File: config.mk
export PLATFORM = sky130hd
export DESIGN_NAME = regfile_wb_scheduler
export DESIGN_NICKNAME = d
export VERILOG_FILES = /design/src/rtl/core_config_pkg.sv /design/src/rtl/rr_arbiter.sv /design/src/rtl/regfile_wb_scheduler.sv
export SDC_FILE = /design/constraint.sdc
export NUM_CORES = 1
export LEC_CHECK = 0
export ABC_AREA = 0
export CAP_MARGIN = 20
export CORE_ASPECT_RATIO = 1.2
export CORE_UTILIZATION = 39
export DETAILED_ROUTE_END_ITERATION = 10
export GPL_ROUTABILITY_DRIVEN = 0
export GPL_TIMING_DRIVEN = 0
export HOLD_SLACK_MARGIN = 0.02
export PLACE_DENSITY_LB_ADDON = 0.25
export SYNTH_ARGS = -nofsm -noshare
export SYNTH_HDL_FRONTEND = slang
export SYNTH_SLANG_ARGS = --single-unit
File: constraint.sdc
create_clock -name clk -period 2.1 [get_ports clk]
set_input_delay 0.21 -clock clk [delete_from_list [all_inputs] [get_ports clk]]
set_output_delay 0.21 -clock clk [all_outputs]
set_load 0.005 [all_outputs]
File: src/rtl/core_config_pkg.sv
// Core-wide configuration: widths, register count and
// writeback source encoding shared by execute-side units.
package core_config_pkg;

  localparam int XLEN       = 32;
  localparam int REG_ADDR_W = 5;
  localparam int REG_COUNT  = 32;
  localparam int WB_NREQ    = 4;

  typedef enum logic [1:0] {
    WB_ALU    = 2'd0,
    WB_LSU    = 2'd1,
    WB_MULDIV = 2'd2,
    WB_CSR    = 2'd3
  } wb_src_t;

endpackage

File: src/rtl/rr_arbiter.sv
// Round-robin arbiter: one-hot combinational grant, pointer
// advances past the winner. Ports: clk, rst_n, en, req, grant.
module rr_arbiter #(
  parameter int N = 4
) (
  input  logic         clk,
  input  logic         rst_n,
  input  logic         en,
  input  logic [N-1:0] req,
  output logic [N-1:0] grant
);

  localparam int PW = (N > 1) ? $clog2(N) : 1;

  logic [PW-1:0] ptr;
  logic [PW-1:0] gidx;
  logic [PW-1:0] idx;
  logic          hit;

  // Scan ptr, ptr+1, ... modulo N; first requester wins.
  always_comb begin
    grant = '0;
    gidx  = ptr;
    idx   = '0;
    hit   = 1'b0;
    for (int k = 0; k < N; k++) begin
      idx = PW'((int'(ptr) + k) % N);
      if (!hit && req[idx]) begin
        hit  = 1'b1;
        gidx = idx;
      end
    end
    if (en && hit) grant[gidx] = 1'b1;
  end

  // A grant implies a transfer since grant requires req.
  always_ff @(posedge clk or negedge rst_n) begin
    if (!rst_n) begin
      ptr <= '0;
    end else if (en && hit) begin
      if (int'(gidx) == N - 1) ptr <= '0;
      else                     ptr <= gidx + PW'(1);
    end
  end

endmodule

File: src/rtl/regfile_wb_scheduler.sv
// Shares the register file write port between writeback
// sources and tracks pending destinations for hazard checks.
// Ports: req_* handshake per source, issue_*/rs*/flush for the
// scoreboard, *_busy queries, registered rf_we/rf_wa/rf_wd.
module regfile_wb_scheduler
  import core_config_pkg::*;
#(
  parameter int NREQ       = WB_NREQ,
  parameter int XLEN_P     = XLEN,
  parameter int REG_ADDR_W_P = REG_ADDR_W,
  parameter int REG_COUNT_P  = REG_COUNT
) (
  input  logic                         clk,
  input  logic                         rst_n,
  input  logic                         clk_en,
  input  logic [NREQ-1:0]              req_valid,
  input  logic [NREQ*REG_ADDR_W_P-1:0] req_rd,
  input  logic [NREQ*XLEN_P-1:0]       req_data,
  output logic [NREQ-1:0]              req_ready,
  input  logic                         issue_valid,
  input  logic [REG_ADDR_W_P-1:0]      issue_rd,
  input  logic [REG_ADDR_W_P-1:0]      rs1,
  input  logic [REG_ADDR_W_P-1:0]      rs2,
  output logic                         rs1_busy,
  output logic                         rs2_busy,
  output logic                         rd_busy,
  input  logic                         flush,
  output logic                         rf_we,
  output logic [REG_ADDR_W_P-1:0]      rf_wa,
  output logic [XLEN_P-1:0]            rf_wd
);

  localparam int AW = REG_ADDR_W_P;
  localparam int DW = XLEN_P;

  logic [NREQ-1:0]        grant;
  logic                   xfer;
  logic [AW-1:0]          sel_rd;
  logic [DW-1:0]          sel_data;
  logic [REG_COUNT_P-1:0] busy;
  logic [REG_COUNT_P-1:0] busy_nxt;

  // Reset also masks grants so no source sees ready in reset.
  rr_arbiter #(
    .N (NREQ)
  ) u_arb (
    .clk   (clk),
    .rst_n (rst_n),
    .en    (clk_en & rst_n),
    .req   (req_valid),
    .grant (grant)
  );

  assign req_ready = grant;
  assign xfer      = |grant;

  // One-hot grant -> and-or mux of the winning payload.
  always_comb begin
    sel_rd   = '0;
    sel_data = '0;
    for (int i = 0; i < NREQ; i++) begin
      if (grant[i]) begin
        sel_rd   = req_rd[i*AW +: AW];
        sel_data = req_data[i*DW +: DW];
      end
    end
  end

  always_ff @(posedge clk or negedge rst_n) begin
    if (!rst_n) begin
      rf_we <= 1'b0;
      rf_wa <= '0;
      rf_wd <= '0;
    end else if (clk_en) begin
      if (xfer) begin
        rf_we <= (sel_rd != '0);
        rf_wa <= sel_rd;
        rf_wd <= sel_data;
      end else begin
        rf_we <= 1'b0;
      end
    end
  end

  // Clear lands with the file write; a new producer's set
  // overrides it; flush overrides everything.
  always_comb begin
    busy_nxt = busy;
    if (rf_we) busy_nxt[rf_wa] = 1'b0;
    if (issue_valid && issue_rd != '0)
      busy_nxt[issue_rd] = 1'b1;
    if (flush) busy_nxt = '0;
    busy_nxt[0] = 1'b0;
  end

  always_ff @(posedge clk or negedge rst_n) begin
    if (!rst_n)      busy <= '0;
    else if (clk_en) busy <= busy_nxt;
  end

  assign rs1_busy = busy[rs1];
  assign rs2_busy = busy[rs2];
  assign rd_busy  = busy[issue_rd];

  a_no_waw : assert property (
    @(posedge clk) disable iff (!rst_n)
    !(clk_en && issue_valid && rd_busy && !flush)
  );

endmodule

==> results.md <==
- PnR worst setup slack: -0.408 ns
- DP Wirelength: roughly 15 mm
- Top fanout value on the critical path: 7
- Share of synthesized area spent on multiplexers: between 10% and 20%
- Clock Sink Count: 71
- Port bufs: 209
- Sequential share of power: between 20% and 30%
- Initial core utilization: 39.9%
- Worst setup path category: register to register
- Number of fill cells: about 910
- Areal power density over the cells: about 1100 nW/um^2
- Buf+Inv Stages, Crit Path: 5
- Longest individual stage delay on the worst path: 0.46 ns
- Fin. Hold Viols: 71
- Post-route ant nets: 0
- RSZ-0062 raised after global routing: yes
- Basic-gate share of the synthesized area counting and, or, nand and nor cells: 16.7%
- Cell chosen for the clock root: clkbuf_16
- Clock period minus worst slack: 2.51 ns
- All-Layer GR Usage: 32.4%
- Number of remaining DRC errors: 0
- Floorplan die width: around 110 microns
- Die area: roughly 13,000 sq um
- Number of synthesized register bits: 71
- FFs w/ async S/R, synth: 100%
- Synth Area in Adders: less than 1%
- Row cnt: 45
- Max clock buf depth: 2
- Worst-Margin Slew: 1.11 ns
- Post-Synthesis Cell Area: approximately 5000 sq um
- Leak pwr: between 3 and 4 nW
- Number of buffers added by the clock tree synthesis step: 9
- Top-count cell post-synth: dfrtp_1
- Data arrival time of the worst path: ~2.8 ns
- Stages on worst setup path: 13
- Tightest hold margin: -0.174 ns
- Clock network fraction of design power: around 17%
- Switching Share: approximately 38%
- Average instance area after synthesis: 8.72 sq um
- Post-layout utilization of the core: between 70 and 80%
- CP cell instances: a21oi_2 > nor2_2 > nor2_4 > o22ai_4 > ha_4 > buf_6 > buf_6 > nor4_4 > nor3_2 > buf_6 > buf_6 > buf_8 > a31oi_1
- Total internal power: about 0.0062 W
- Peak supply drop: roughly 0.67 mV
- Total congestion overflow: 0
- Xor and xnor area share after synthesis: 0%
- Setup Slack @ Placement: -1.43 ns
- Synthesized netlist cell count: about 580
- Synthesized-area fraction occupied by ao, oa, aoi and oai cells: 29.3%
- Initial detailed-routing violation count: between 400 and 500
- Pre-antenna DRT Iters: 5
- Max capacitance violation total: 0
- Setup tns final: -13.96 ns
- Hold WC Path Type: input port to async pin
- Capturing element type of the critical path: register
- Antenna violations before repair: 0
- Final setup viols: 43
- Violated checks: negative hold slack, negative setup slack
- Maximum number of pins on one net before global-route repair: 73
- Wire length of the first global-routing pass: 33.3 mm
- Fraction of final layout cells sized beyond drive strength 1: between 20% and 30%
- Combinational share of power: 61.4%
- Multi-input logic area: around 3400 sq um
- Per-cell via count in the routed design: 6.04
- Timing-limited maximum frequency: 399 MHz
- Net switching power: 0.00381 W
- Yosys top cell area share: a little over a third
- Diode count: 0
- Clock tree from TritonCTS: done
- Worst-path cell with the longest stage delay: dfrtp_2
- Core area: ~13,000 sq um
- Layout net count: 1,027
- Final-report max-slew violation count: 0
- Depth of the worst register-to-register path: 13
- Warning count from the yosys run: 0
- Largest delay share family, worst path: buffers and inverters
- Area growth, synth to finish: 78.8%
- Tcrit/Tclk final: 119%
- Library cell occupying the most area in the post-synthesis netlist: dfrtp_1
- Share of synthesized area occupied by flip-flops and latches: a little over a third
- Rel. slew slack: about a quarter
- Post-Synthesis Net Count: between 700 and 800
- Dominant cells by area after synthesis: dfrtp_1, mux4_2, o21ai_0
- Aggregate routed wire length: roughly 22 mm
- Clock slew at the register clock pins of the worst setup and hold paths: roughly 0.060 ns
- Most used cell, CP: buf_6
- Worst clock skew: around 0.0067 ns
- Sequential cell area: about 1800 sq um
- Most used standard cells in the synthesized netlist: dfrtp_1, o21ai_0, nand2_1
- EDFF count, synth: 0
- Number of cells in the design after placement: around 950
- Final cell count without fillers: roughly 1,000
- Kind of start point of the critical path: register
- Vias in the first global route: a little over 6,000
- Number of top-level pins: between 200 and 250
- Later-pin clock latency in the skew report: 0.34 ns
- Drt wl/cell: roughly 22 microns
- Top FF cell, synth: dfrtp_1
- Height of the chip: approximately 130 microns
- Result of the run: finished, violations left
- Number of library cell types mapped by synthesis: 49
- Critical path required time: between 2 and 2.5 ns
- Largest family of logic cells by synthesized area: compound AO/OA/AOI/OAI gates
- Count of H-tree levels built during CTS: 3
- Total via count in the routed design: roughly 6,200
power by group through the flow:
| stage | clock network [W] | registers (W) | logic [W] |
|---|---|---|---|
| finish | 0.00171 | 0.00216 | 0.00615 |
| global route | 0.00177 | 0.00219 | 0.00643 |
| CTS | 0.00170 | 0.00209 | 0.00550 |
| detailed placement | 0 | 0.00210 | 0.00418 |
| global placement | 0 | 0.00209 | 0.00412 |
| floorplan | 0 | 0.00205 | 0.00226 |
logic make-up after synthesis:
kind of cell    count (synthesis)
buf+inv                        91
fa+ha+maj                       4
mux                            25
compound gates                221
simple gates                  166
flops                          71
worst reg2reg max path, stage by stage (launching register included):
cell and delay (ns):
dfrtp_2 0.46, a21oi_2 0.21, nor2_2 0.08, nor2_4 0.12, o22ai_4 0.10, ha_4 0.19, buf_6 0.12, buf_6 0.12
nor4_4 0.33, nor3_2 0.11, buf_6 0.18, buf_6 0.14, buf_8 0.14, a31oi_1 0.14
layout make-up:
class                           count  share of cell area [%]
Buffer                             49                    6.02
Clock buffer                       12                    2.96
Clock inverter                      3                   0.722
Inverter                           39                    1.63
Multi-Input combinational cell    416                    37.4
Sequential cell                    71                    19.7
Tap cell                          164                    2.28
Timing Repair Buffer              265                    29.2
layout by cell type (no fill, tap or decap), types with 4 or more instances in the layout:
cell type        count
a21oi_2              4
nand3b_1             9
nor3b_1              6
clkdlybuf4s50_1    195
buf_2                4
nand3_1              7
nand2_1             49
buf_8                7
and3b_1              8
a31oi_1             25
nand2b_1             7
clkbuf_16           19
a31oi_4              4
mux4_2              19
clkbuf_8            13
mux2_2               4
a21oi_1             29
nor2b_1              9
buf_4               31
dlygate4sd2_1        6
dfrtp_1             70
clkbuf_1            12
nand4_1              4
a221o_1              4
a211o_1             32
nor2_2              14
a221oi_2            16
buf_6               22
a221oi_1            16
nor2_4               8
inv_1               37
clkbuf_2             9
nor2_1              21
o21ai_0             62
sequential cells by signal, indices dropped and copies added, names as in the netlist:
register and cells:
rf_wa 5, rf_wd 32, u_arb.ptr 2, busy 31, rf_we 1
worst paths after layout:
kind	from	to	slack (ns)
setup / recovery	u_arb.ptr[1]	rf_wd[12]	-0.41
setup reg to reg	u_arb.ptr[1]	rf_wd[12]	-0.41
min in group clk	flush	busy[31]	0.43
hold / removal	rst_n	busy[7]	-0.17
hold reg to reg	rf_wd[27]	rf_wd[27]	0.55
max in group asynchronous	rst_n	u_arb.ptr[1]	1.85
what timing repair did:
item | CTS | global route
setup endpoints to repair | 45 | 45
endpoints found under the hold margin | 71 | 71
gates resized for setup | 178 | 62
setup buffers | 35 | 12
pin swaps | 44 | 42
cloned | 9 | 1
per-stage QoR:
stage	hold WS [ns]	total power [W]	area, sq um
detailed placement	0.410	0.00628	7390
floorplan	-0.0856	0.00431	5100
finish	-0.174	0.0100	9010
CTS	-0.140	0.00928	8700
global route	-0.122	0.0104	9010
global placement	0.530	0.00621	7400
routing by layer:
metal	global-route usage (%)	share of wire, %	up-vias
met5	0	0	-
met4	18.4	4.4	0
met1	35.1	34	2971
met2	59.2	53	391
li1	-	-	2717
met3	5.40	8.1	75
(Power assumes the default switching activity.)
